File: src/rtl/rv_divider.sv
// Iterative radix-2 restoring divider for RV32M DIV/DIVU/REM/REMU.
// One quotient bit per clock; divide-by-zero and signed overflow complete without iterating.
//
// state | meaning
// IDLE  | ready to accept a new operation
// CALC  | one restoring shift/subtract step per clock
// DONE  | result valid for exactly one cycle
module rv_divider #(
    parameter int XLEN = 32
) (
    input  logic            i_clk,
    input  logic            i_rst,
    input  logic            i_flush,
    input  logic            i_valid,
    output logic            o_ready,
    input  logic [1:0]      i_op,
    input  logic [XLEN-1:0] i_a,
    input  logic [XLEN-1:0] i_b,
    output logic            o_busy,
    output logic            o_valid,
    output logic [XLEN-1:0] o_res
);

    localparam int CW = $clog2(XLEN);

    typedef enum logic [1:0] {IDLE, CALC, DONE} state_t;

    state_t          state, state_nxt;
    logic [CW-1:0]   count;
    logic            is_rem, neg_q, neg_r;
    logic [XLEN-1:0] divisor, rem, quo;

    logic            accept, is_signed, a_neg, b_neg, div_zero, ovf, special, last;
    logic [XLEN-1:0] abs_a, abs_b, special_res;
    logic [XLEN:0]   rem_sh, trial;
    logic [XLEN-1:0] rem_nxt, quo_nxt, final_q, final_r;

    assign o_ready = (state == IDLE);
    assign o_busy  = (state != IDLE);
    assign o_valid = (state == DONE);

    // A flush in the same cycle as i_valid wins, so nothing is accepted.
    assign accept    = i_valid && (state == IDLE) && !i_flush;
    assign is_signed = ~i_op[0];
    assign a_neg     = is_signed & i_a[XLEN-1];
    assign b_neg     = is_signed & i_b[XLEN-1];
    assign abs_a     = a_neg ? (~i_a + 1'b1) : i_a;
    assign abs_b     = b_neg ? (~i_b + 1'b1) : i_b;
    assign div_zero  = (i_b == '0);
    assign ovf       = is_signed && (i_a == {1'b1, {(XLEN-1){1'b0}}}) && (i_b == '1);
    assign special   = div_zero || ovf;

    always_comb begin
        special_res = '0;
        if (div_zero)
            special_res = i_op[1] ? i_a : '1;
        else
            special_res = i_op[1] ? '0 : i_a;
    end

    // Remainder gets one extra bit so the trial subtraction's sign is the borrow.
    assign rem_sh = {rem, quo[XLEN-1]};
    assign trial  = rem_sh - {1'b0, divisor};
    assign last   = (count == CW'(XLEN-1));

    always_comb begin
        rem_nxt = rem_sh[XLEN-1:0];
        quo_nxt = {quo[XLEN-2:0], 1'b0};
        if (!trial[XLEN]) begin
            rem_nxt = trial[XLEN-1:0];
            quo_nxt = {quo[XLEN-2:0], 1'b1};
        end
    end

    assign final_q = neg_q ? (~quo_nxt + 1'b1) : quo_nxt;
    assign final_r = neg_r ? (~rem_nxt + 1'b1) : rem_nxt;

    always_ff @(posedge i_clk) begin
        if (i_rst)
            state <= IDLE;
        else
            state <= state_nxt;
    end

    always_comb begin
        state_nxt = state;
        case (state)
            IDLE: if (accept) state_nxt = special ? DONE : CALC;
            CALC: if (last)   state_nxt = DONE;
            DONE:             state_nxt = IDLE;
            default:          state_nxt = IDLE;
        endcase
        if (i_flush)
            state_nxt = IDLE;
    end

    always_ff @(posedge i_clk) begin
        if (i_rst) begin
            count   <= '0;
            is_rem  <= 1'b0;
            neg_q   <= 1'b0;
            neg_r   <= 1'b0;
            divisor <= '0;
            rem     <= '0;
            quo     <= '0;
            o_res   <= '0;
        end else if (accept) begin
            count   <= '0;
            is_rem  <= i_op[1];
            neg_q   <= a_neg ^ b_neg;
            neg_r   <= a_neg;
            divisor <= abs_b;
            rem     <= '0;
            quo     <= abs_a;
            if (special)
                o_res <= special_res;
        end else if (state == CALC && !i_flush) begin
            rem   <= rem_nxt;
            quo   <= quo_nxt;
            count <= count + 1'b1;
            if (last)
                o_res <= is_rem ? final_r : final_q;
        end
    end

endmodule

File: config.mk
export PLATFORM = sky130hd
export DESIGN_NAME = rv_divider
export DESIGN_NICKNAME = d
export VERILOG_FILES = /design/src/rtl/rv_divider.sv
export SDC_FILE = /design/constraint.sdc
export NUM_CORES = 1
export LEC_CHECK = 0
export ABC_AREA = 1
export BUFFER_PORTS_ARGS = -buffer_cell sky130_fd_sc_hd__buf_2
export CORE_ASPECT_RATIO = 1.1
export CORE_UTILIZATION = 50
export CTS_CLUSTER_SIZE = 40
export DETAILED_ROUTE_END_ITERATION = 8
export PLACE_DENSITY = 0.79
export RECOVER_POWER = 25
export SLEW_MARGIN = 30
export SYNTH_ARGS = -nofsm -noshare
export SYNTH_HDL_FRONTEND = slang
export SYNTH_SLANG_ARGS = --single-unit
File: constraint.sdc
create_clock -name i_clk -period 5.2 [get_ports i_clk]
set_input_delay 0.78 -clock i_clk [delete_from_list [all_inputs] [get_ports i_clk]]
set_output_delay 0.78 -clock i_clk [all_outputs]
set_load 0.005 [all_outputs]
**After elaboration in Yosys (flattened, before gate mapping)**

Cells that the tools add are included.

- Register bits: 138
- Output and inout bits: 35
- Word-level logic and storage cells: 67

- Add/subtract/negate cells: 6
- Equality and inequality tests: 8
- Mux-type cells: 20
- Bitwise operators: 8
- Reductions and logical operators: 16

Operators by type and width:

| kind | number |
|---|---|
| 32-bit 2-to-1 mux | 15 |
| 32-bit by 1-bit adder with 32-bit output (second input constant) | 4 |
| 32-bit NOT | 4 |
| 32-bit == test (second input constant) | 2 |
| 33-bit by 32-bit subtractor with 33-bit output | 1 |
| 32-bit zero test | 1 |
| 2-bit 2-to-1 mux | 3 |
| 2-bit nonzero test | 3 |
| 5-bit by 1-bit adder with 5-bit output (second input constant) | 1 |
| 5-bit == test (second input constant) | 1 |
| 1-bit logical AND | 5 |
| 2-bit by 1-bit inequality test with 1-bit output (second input constant) | 2 |
| 2-bit case mux with 2 select lines | 1 |
| 2-bit OR reduction | 2 |
| 3-bit AND reduction | 1 |
| 1-bit AND | 2 |
| 2-bit by 1-bit == test with 1-bit output (second input constant) | 1 |
| 2-bit == test (second input constant) | 1 |
| 2-bit zero test | 1 |
| 2-bit inequality test (second input constant) | 1 |
| 2-bit AND reduction | 1 |
| 1-bit zero test | 1 |
| 1-bit logical OR | 1 |
| 1-bit 2-to-1 mux | 1 |
| other kinds (2) | 2 |

**Depth between registers and ports, before layout**

Gate-level depths: netlist (run 1).

- Depth after elaboration: 9
- Mapped depth: 31
- Gate-level depth less buffers: 29

**Worst setup path after synthesis (run 1)**

OpenSTA, ideal clock, no wires.

- Path type: register to register
- Start: reg quo[31]
- End: reg o_res[30]
- Library setup time: 0.070 ns
- Arrival time: 3.924 ns
- Setup slack: 1.206 ns
- Cell stages (with the launch flop): 31
- Path buffers: 2
- Clock period less this slack: 3.994 ns
- Cells stage by stage: dfxtp_1 > inv_1 > ha_1 > inv_1 > fa_1 > nand2_1 > nand2_1 > nand3_1 > nand2_2 > nand2_2 > nand2_4 > nand2_4 > nand3_2 > nand2_4 > buf_6 > buf_4 > ha_1 > inv_1 > nor3_1 > nand2_1 > inv_1 > nand4_1 > nor3_1 > nand4_1 > o21ai_0 > o21ai_0 > a21oi_1 > o21ai_0 > nand2_1 > nand2_1 > a21oi_1

- Longest elaborated chain between the ends: 9
- Elaborated cells between the ends (all ways): 13
- Those cells by class: add/sub: 3; mux: 8; bitwise: 2

Ends and longest elaborated chain:

| what | RTL line | RTL |
|---|---|---|
| start, declared | 31 | `logic [XLEN-1:0] divisor, rem, quo;` |
| start signal, assigned | 114 | `quo <= abs_a;` |
| start signal, assigned | 119 | `quo <= quo_nxt;` |
| 33-bit by 32-bit subtractor with 33-bit output | 63 | `assign trial = rem_sh - {1'b0, divisor};` |
| 1-bit 2-to-1 mux / 32-bit 2-to-1 mux (equally long branches) | 69 | `if (!trial[XLEN]) begin` |
| 32-bit NOT, on equally long branches | 75, 76 |  |
| 32-bit by 1-bit adder with 32-bit output, on equally long branches | 75, 76 |  |
| 32-bit 2-to-1 mux, on equally long branches | 75, 76 |  |
| 32-bit 2-to-1 mux (*) | 122 | `o_res <= is_rem ? final_r : final_q;` |
| 32-bit 2-to-1 mux (*) | 121 | `if (last)` |
| 32-bit 2-to-1 mux (*) | 117 | `end else if (state == CALC && !i_flush) begin` |
| 32-bit 2-to-1 mux (*) | 107 | `end else if (accept) begin` |
| end signal, assigned | 116 | `o_res <= special_res;` |
| end signal, assigned | 122 |  |
| end, declared | 21 | `output logic [XLEN-1:0] o_res` |

Every way passes the cells marked *; elsewhere a longest branch is shown, timed or not. The select of a mux whose other input is x is not followed.
A chain may end at the register's enable or synchronous reset.

**Worst setup path in the final report (run 1)**

Ends and elaborated chain as after synthesis.

==> results.md, run 1 <==
- Status: finished, violations left
- Violated checks: capacitance limit, slew limit
- Worst path arrival time: between 5 and 6 ns
- RSZ-0062 raised after global routing: no
- Worst path depth: 28
- Final-report max-slew violation count: 170
- Critical path buffers and inverters: 4
- FFs w/ async S/R, synth: 0
- Mapped cell area: ~0.013 mm2
- Clk sinks: about 140
- Power per cell area: 275.7 mW/mm2
- Die Area: between 0.02 and 0.03 mm2
- Cell internal pwr: 2.205 mW
- Part of the power in the clock network: 0.335
- Cts bufs inserted: 17
- Worst-Margin Slew: roughly 3.5 ns
- Ranking of synthesized cells by area: dfxtp_1 22%, nand2_1 16%, inv_1 9.0%
- Post-synthesis cell type count: between 50 and 60
- Slew Limit Headroom: -1.362
- Worst skew pair latency: between 0.4 and 0.5 ns
- Clock skew: 0.02136 ns
- Clock slew at reported path FFs: roughly 0.07 ns
- Total Routing Usage GR: 0.3288
- Fin crit share: 0.9008
- Max VDD drop: roughly 0.17 mV
- Placed Cells: ~2500
- Seq/Total Area, Yosys: 0.2172
- Switching pwr: about 1.6 mW
- DRT iter0 DRCs: 1137
- Finished Layout Cells: 2570
- R2r setup slk: a little over 0.5 ns
- Die Y: approximately 170 um
- Post_cts resized: 0
- Setup TNS: 0 ns
- First-pass GRT wire length: between 60000 and 70000 um
- Final nets: between 2000 and 2500
- R2R depth: 28
- Final weighted congestion in routability-driven placement: around 1.0
- Share of the synthesized area in the top cell type: 0.2172
- Footprint of the multi-input gates: between 0.008 and 0.009 mm2
- Setup violators final: 0
- Initial antenna violation count: 0
- Synth warnings: 0
- # Post-CTS Setup Buffers: 0
- Critical path endpoint category: flop
- Fin crit period: 4.684 ns
- Family with the most delay on the worst path: simple AND/OR/NAND/NOR gates
- Syn_nets: around 2300
- Yosys reg bits: 138
- Vias in the first global route: approximately 13000
- CTS tree: done
- DR DRC count: 0
- Crit path launch: quo[31]
- Largest net degree at the start of global routing: slightly below 70
- Core ar.: between 0.02 and 0.025 mm2
- GRT overflow: 0
- Starting Density: 0.5149
- Area leader, netlist: dfxtp_1
- Largest fanout on the critical path: 7
- Top FF cell, synth: dfxtp_1
- Leakage Power: 7.073 nW
- Register area: roughly 0.0028 mm2
- Worst Hold Launch: count[3]
- Synth-to-Final Area Change: 9.278%
- Clk buf depth: 2
- Cell Rows: 60
- Combinational fraction of design power: 0.371
- CP startpoint kind: flop
- FILL cells: 2520
- EDFF count, synth: 0
- Detail Placement HPWL: approximately 32000 um
- Via density: about 5.6
- Hold path depth: 2
- Crit Path Class: reg2reg
- Sw Share: 0.4246
- Crit Reg-Reg Startpoint: quo[31]
- Antenna cells: 0
- CP peak stage delay: roughly 0.44 ns
- Final Hold Vio Count: 0
- Slowest-stage cell, CP: fa_1
- Die X: 154.1 um
- Final WL: 42420 um
- Worst hold path class: reg2reg
- Max Cap Viol: 3
- Boundary pin count: approximately 110
- Routed Antenna Nets: 0
- Drt wl/cell: 16.51 um
- Post-synthesis area per instance: roughly 5.8 um2
- F_max: between 200 and 250 MHz
- Cts hold-fix bufs: 0
- Syn Inst Count: between 2000 and 2500
- Port bufs: about 100
- Pre-antenna DRT Iters: 5
- Htree depth: 4
- Fraction of layout cells with a size suffix above 1: 0.1000
- Clock tree root buffer cell: clkbuf_16
- Reg power frac: 0.294
- Most frequent CP cell: nand2_1
- CP Data Required Time: around 5.6 ns
- Via Count: between 10000 and 15000
-- per-layer routing --
| layer | routed length (um) | global-route usage |
|---|---|---|
| met5 | 0 | 0 |
| met1 | 18220 | 0.4045 |
| met3 | 2647 | 0.03703 |
| met4 | 1976 | 0.1700 |
| met2 | 19580 | 0.5662 |
-- cells in the final DEF (no fill, tap or decap), drive strengths merged, types with 2 or more instances in the layout --
cell and instances:
a21o 4, a21oi 165, a22oi 2, a31oi 44
buf 97, clkbuf 40, clkinv 6, dfxtp 138
ha 39, inv 325, nand2 594, nand3 141
nand3b 11, nand4 23, nor2 229, nor3 42
nor4 10, o211ai 29, o21ai 218, o21bai 9
o221ai 6, o22ai 22, o31ai 4, o32ai 3
or2 12, xnor2 14, xor2 26
-- area by class of cell --
cell class / count / share of cell area
timing repair buffer: 120 / 0.04349
sequential: 138 / 0.1988
clock inverter: 15 / 0.01215
multi-input combinational: 1652 / 0.6011
tap: 310 / 0.02791
clock buffer: 17 / 0.03061
inverter: 318 / 0.08598
-- per-stage QoR --
stage                     utilization  worst slack [ns]  total power [mW]  cell area (um2)  hold WS, ns
final                          0.5627            0.5159             3.832            13900       0.4761
after global routing           0.5627            0.1336             4.035            13900       0.5074
after CTS                      0.5641            0.6870             3.805            13930       0.4778
after detailed placement       0.5400            0.7251             2.533            13340       0.4654
after global placement         0.5400            0.8247             2.519            13340       0.4479
after floorplan                     -             1.206             2.180            12720       0.4347
-- registers in the layout (all words and copies together), names as in the netlist --
signal   count
neg_r        1
state        2
o_res       32
rem         32
is_rem       1
divisor     32
count        5
quo         32
neg_q        1
-- synthesized netlist by cell type, types with 4 or more instances --
| cell | count |
|---|---|
| a21o_1 | 4 |
| a21oi_1 | 160 |
| a21oi_2 | 4 |
| a31oi_1 | 44 |
| buf_1 | 6 |
| buf_2 | 12 |
| buf_6 | 5 |
| clkbuf_1 | 65 |
| dfxtp_1 | 138 |
| ha_1 | 39 |
| inv_1 | 304 |
| inv_2 | 12 |
| nand2_1 | 559 |
| nand2_2 | 27 |
| nand2_4 | 8 |
| nand3_1 | 138 |
| nand3b_1 | 11 |
| nand4_1 | 23 |
| nor2_1 | 212 |
| nor2_2 | 10 |
| nor2_4 | 7 |
| nor3_1 | 39 |
| nor4_1 | 9 |
| o211ai_1 | 29 |
| o21ai_0 | 188 |
| o21ai_1 | 21 |
| o21ai_2 | 8 |
| o21bai_1 | 9 |
| o221ai_1 | 6 |
| o22ai_1 | 22 |
| o31ai_1 | 4 |
| or2_2 | 9 |
| xnor2_1 | 14 |
| xor2_1 | 26 |
-- cell families after synthesis --
group | Yosys count | share of synthesized area
fa+ha+maj | 40 | 0.03995
flops | 138 | 0.2172
compound gates | 508 | 0.2245
buf+inv | 410 | 0.1269
xor+xnor | 40 | 0.02755
simple gates | 1064 | 0.3638
-- worst reg2reg max path, delay by kind of cell (launching register included) --
kind / cells / cell delay, ns
simple gates: 16 / 2.20
compound gates: 5 / 1.02
fa+ha+maj: 3 / 0.74
flops: 1 / 0.34
buf+inv: 4 / 0.31
-- path summary, 6_finish.rpt --
path                     to
setup / recovery  o_res[30]
hold / removal     count[3]
setup reg to reg  o_res[30]
hold reg to reg    count[3]
-- power by group through the flow --
stage | sequential [mW] | combinational (mW) | clock, mW
floorplan | 1.14 | 1.04 | 0
global route | 1.13 | 1.58 | 1.32
CTS | 1.13 | 1.40 | 1.28
detailed placement | 1.15 | 1.38 | 0
global placement | 1.15 | 1.37 | 0
finish | 1.13 | 1.42 | 1.28
Note: power is estimated with default switching activity, not from simulation.
==> inputs of run 2 (changes only) <==
--- a/config.mk
+++ b/config.mk
@@ -7,11 +7,13 @@
 export LEC_CHECK = 0
 export ABC_AREA = 1
 export BUFFER_PORTS_ARGS = -buffer_cell sky130_fd_sc_hd__buf_2
-export CORE_ASPECT_RATIO = 1.1
-export CORE_UTILIZATION = 50
+export CELL_PAD_IN_SITES_DETAIL_PLACEMENT = 0
+export CELL_PAD_IN_SITES_GLOBAL_PLACEMENT = 1
+export CORE_ASPECT_RATIO = 0.75
+export CORE_UTILIZATION = 43
 export CTS_CLUSTER_SIZE = 40
 export DETAILED_ROUTE_END_ITERATION = 8
-export PLACE_DENSITY = 0.79
+export PLACE_DENSITY = 0.88
 export RECOVER_POWER = 25
 export SLEW_MARGIN = 30
 export SYNTH_ARGS = -nofsm -noshare
==> run 2 against run 1 <==
Effect of this change: the run still ends with capacitance limit, slew limit left; core utilization decreased by 7.7 points; combinational power increased by 3%; wire length grew 7.5%; largest cell class unchanged.
==> results.md, run 2 (synthesis results as in run 1) <==
- Status: finished, violations left
- Violated checks: capacitance limit, slew limit
- Via Count: between 10000 and 15000
- Synth-to-Final Area Change: 10.85%
- Fin crit share: 0.8896
- # Post-CTS Setup Buffers: 0
- Initial antenna violation count: 0
- Commonest non-fill, non-tap cell in the layout: nand2_1
- Total power: approximately 4 mW
- CP Data Required Time: around 5.6 ns
- Cts bufs inserted: 17
- Max Cap Viol: 3
- Critical path endpoint category: flop
- RSZ-0062 raised after global routing: no
- Worst hold path class: reg2reg
- Final weighted congestion in routability-driven placement: 0.9540
- Cell Rows: 54
- Setup TNS: 0 ns
- Crit Path Class: reg2reg
- Setup violators final: 0
- Worst path arrival time: about 5.0 ns
- Clock skew: 0.01038 ns
- DR DRC count: 0
- F_max: 216.2 MHz
- Antenna cells: 0
- Post_cts resized: 0
- Final Hold Vio Count: 0
- Final-report max-slew violation count: about 110
- Commonest non-fill, non-tap cells in the layout: 559 x nand2_1, 304 x inv_1, 211 x nor2_1, 188 x o21ai_0, 160 x a21oi_1
- Finished Layout Cells: ~2700
- Fraction of layout cells with a size suffix above 1: 0.09593
- Clk sinks: about 140
- First-pass GRT wire length: roughly 70000 um
- CP startpoint kind: flop
- Htree depth: 4
- Clock slew at reported path FFs: roughly 0.070 ns
- Slowest-stage cell, CP: nor3_1
- Boundary pin count: 105
- Port bufs: roughly 100
- GRT overflow: 0
- Worst skew pair latency: 0.45 ns
- Leakage Power: around 7.1 nW
- Cts hold-fix bufs: 0
- Worst-Margin Slew: ~2.3 ns
- Detail Placement HPWL: 35410 um
- Total Routing Usage GR: 0.2971
- Largest net degree at the start of global routing: 64
- Slew Limit Headroom: -0.5412
- Pre-antenna DRT Iters: 5
- Die Y: 150.9 um
- CP peak stage delay: around 0.45 ns
- Largest fanout on the critical path: 7
- Clk buf depth: 2
- Critical path buffers and inverters: 4
- Drt wl/cell: 17.19 um
- Routed Antenna Nets: 0
- Power per cell area: just under 300 mW/mm2
- Clock tree root buffer cell: clkbuf_16
- Placed Cells: roughly 2600
- Die Area: slightly above 0.03 mm2
- Vias in the first global route: roughly 13000
- Final nets: roughly 2400
- Via density: around 5.5
- Starting Density: 0.4377
- Final WL: 45610 um
- Max VDD drop: between 0.2 and 0.25 mV
- Core ar.: ~0.029 mm2
- Die X: 200.6 um
- DRT iter0 DRCs: 1348
- Most frequent CP cell: nand2_1
- Family with the most delay on the worst path: simple AND/OR/NAND/NOR gates
- Fin crit period: between 4 and 5 ns
- CTS tree: done
-- run 2: worst min-delay path: cells and delay by family, from the launching register on --
kind	cells	cell delay, ns
compound gates	1	0.05
flops	1	0.31
simple gates	1	0.06
-- run 2: layout make-up --
class	instances	area (um2)
clock buffer	19	442.9
fill	3164	14960
tap	392	490.5
multi-input combinational	1652	8348
timing repair buffer	122	610.6
clock inverter	13	246.5
inverter	318	1196
sequential	138	2763
-- run 2: path summary, 6_finish.rpt --
path,start,to,slack (ns),cells after the start
worst max-delay path,quo[31],o_res[30],0.57,28
worst max register to register,quo[31],o_res[30],0.57,28
worst min register to register,count[3],count[3],0.47,2
worst min-delay path,count[3],count[3],0.47,2
-- run 2: routing by layer --
metal	vias up	global-route usage	wire (um)
li1	7298	-	-
met1	6688	0.4469	23010
met2	530	0.4203	18260
met3	51	0.05917	3520
met4	0	0.08397	810
met5	-	0	0
-- run 2: power breakdown --
group          total (mW)  switching, mW  internal (mW)
sequential           1.13         0.0309           1.10
combinational        1.46           1.04          0.421
clock                1.48          0.521          0.957
total                4.07           1.59           2.48
-- run 2: stage by stage --
stage / hold WS, ns / utilization / setup WS, ns / cell area [um2]
final: 0.4673 / 0.4852 / 0.5740 / 14100
after global routing: 0.4817 / 0.4852 / 0.06441 / 14100
after CTS: 0.4685 / 0.4870 / 0.6550 / 14150
after detailed placement: 0.4586 / 0.4632 / 0.6711 / 13460
after global placement: 0.4463 / 0.4631 / 0.8065 / 13460
after floorplan: 0.4347 / - / 1.206 / 12720
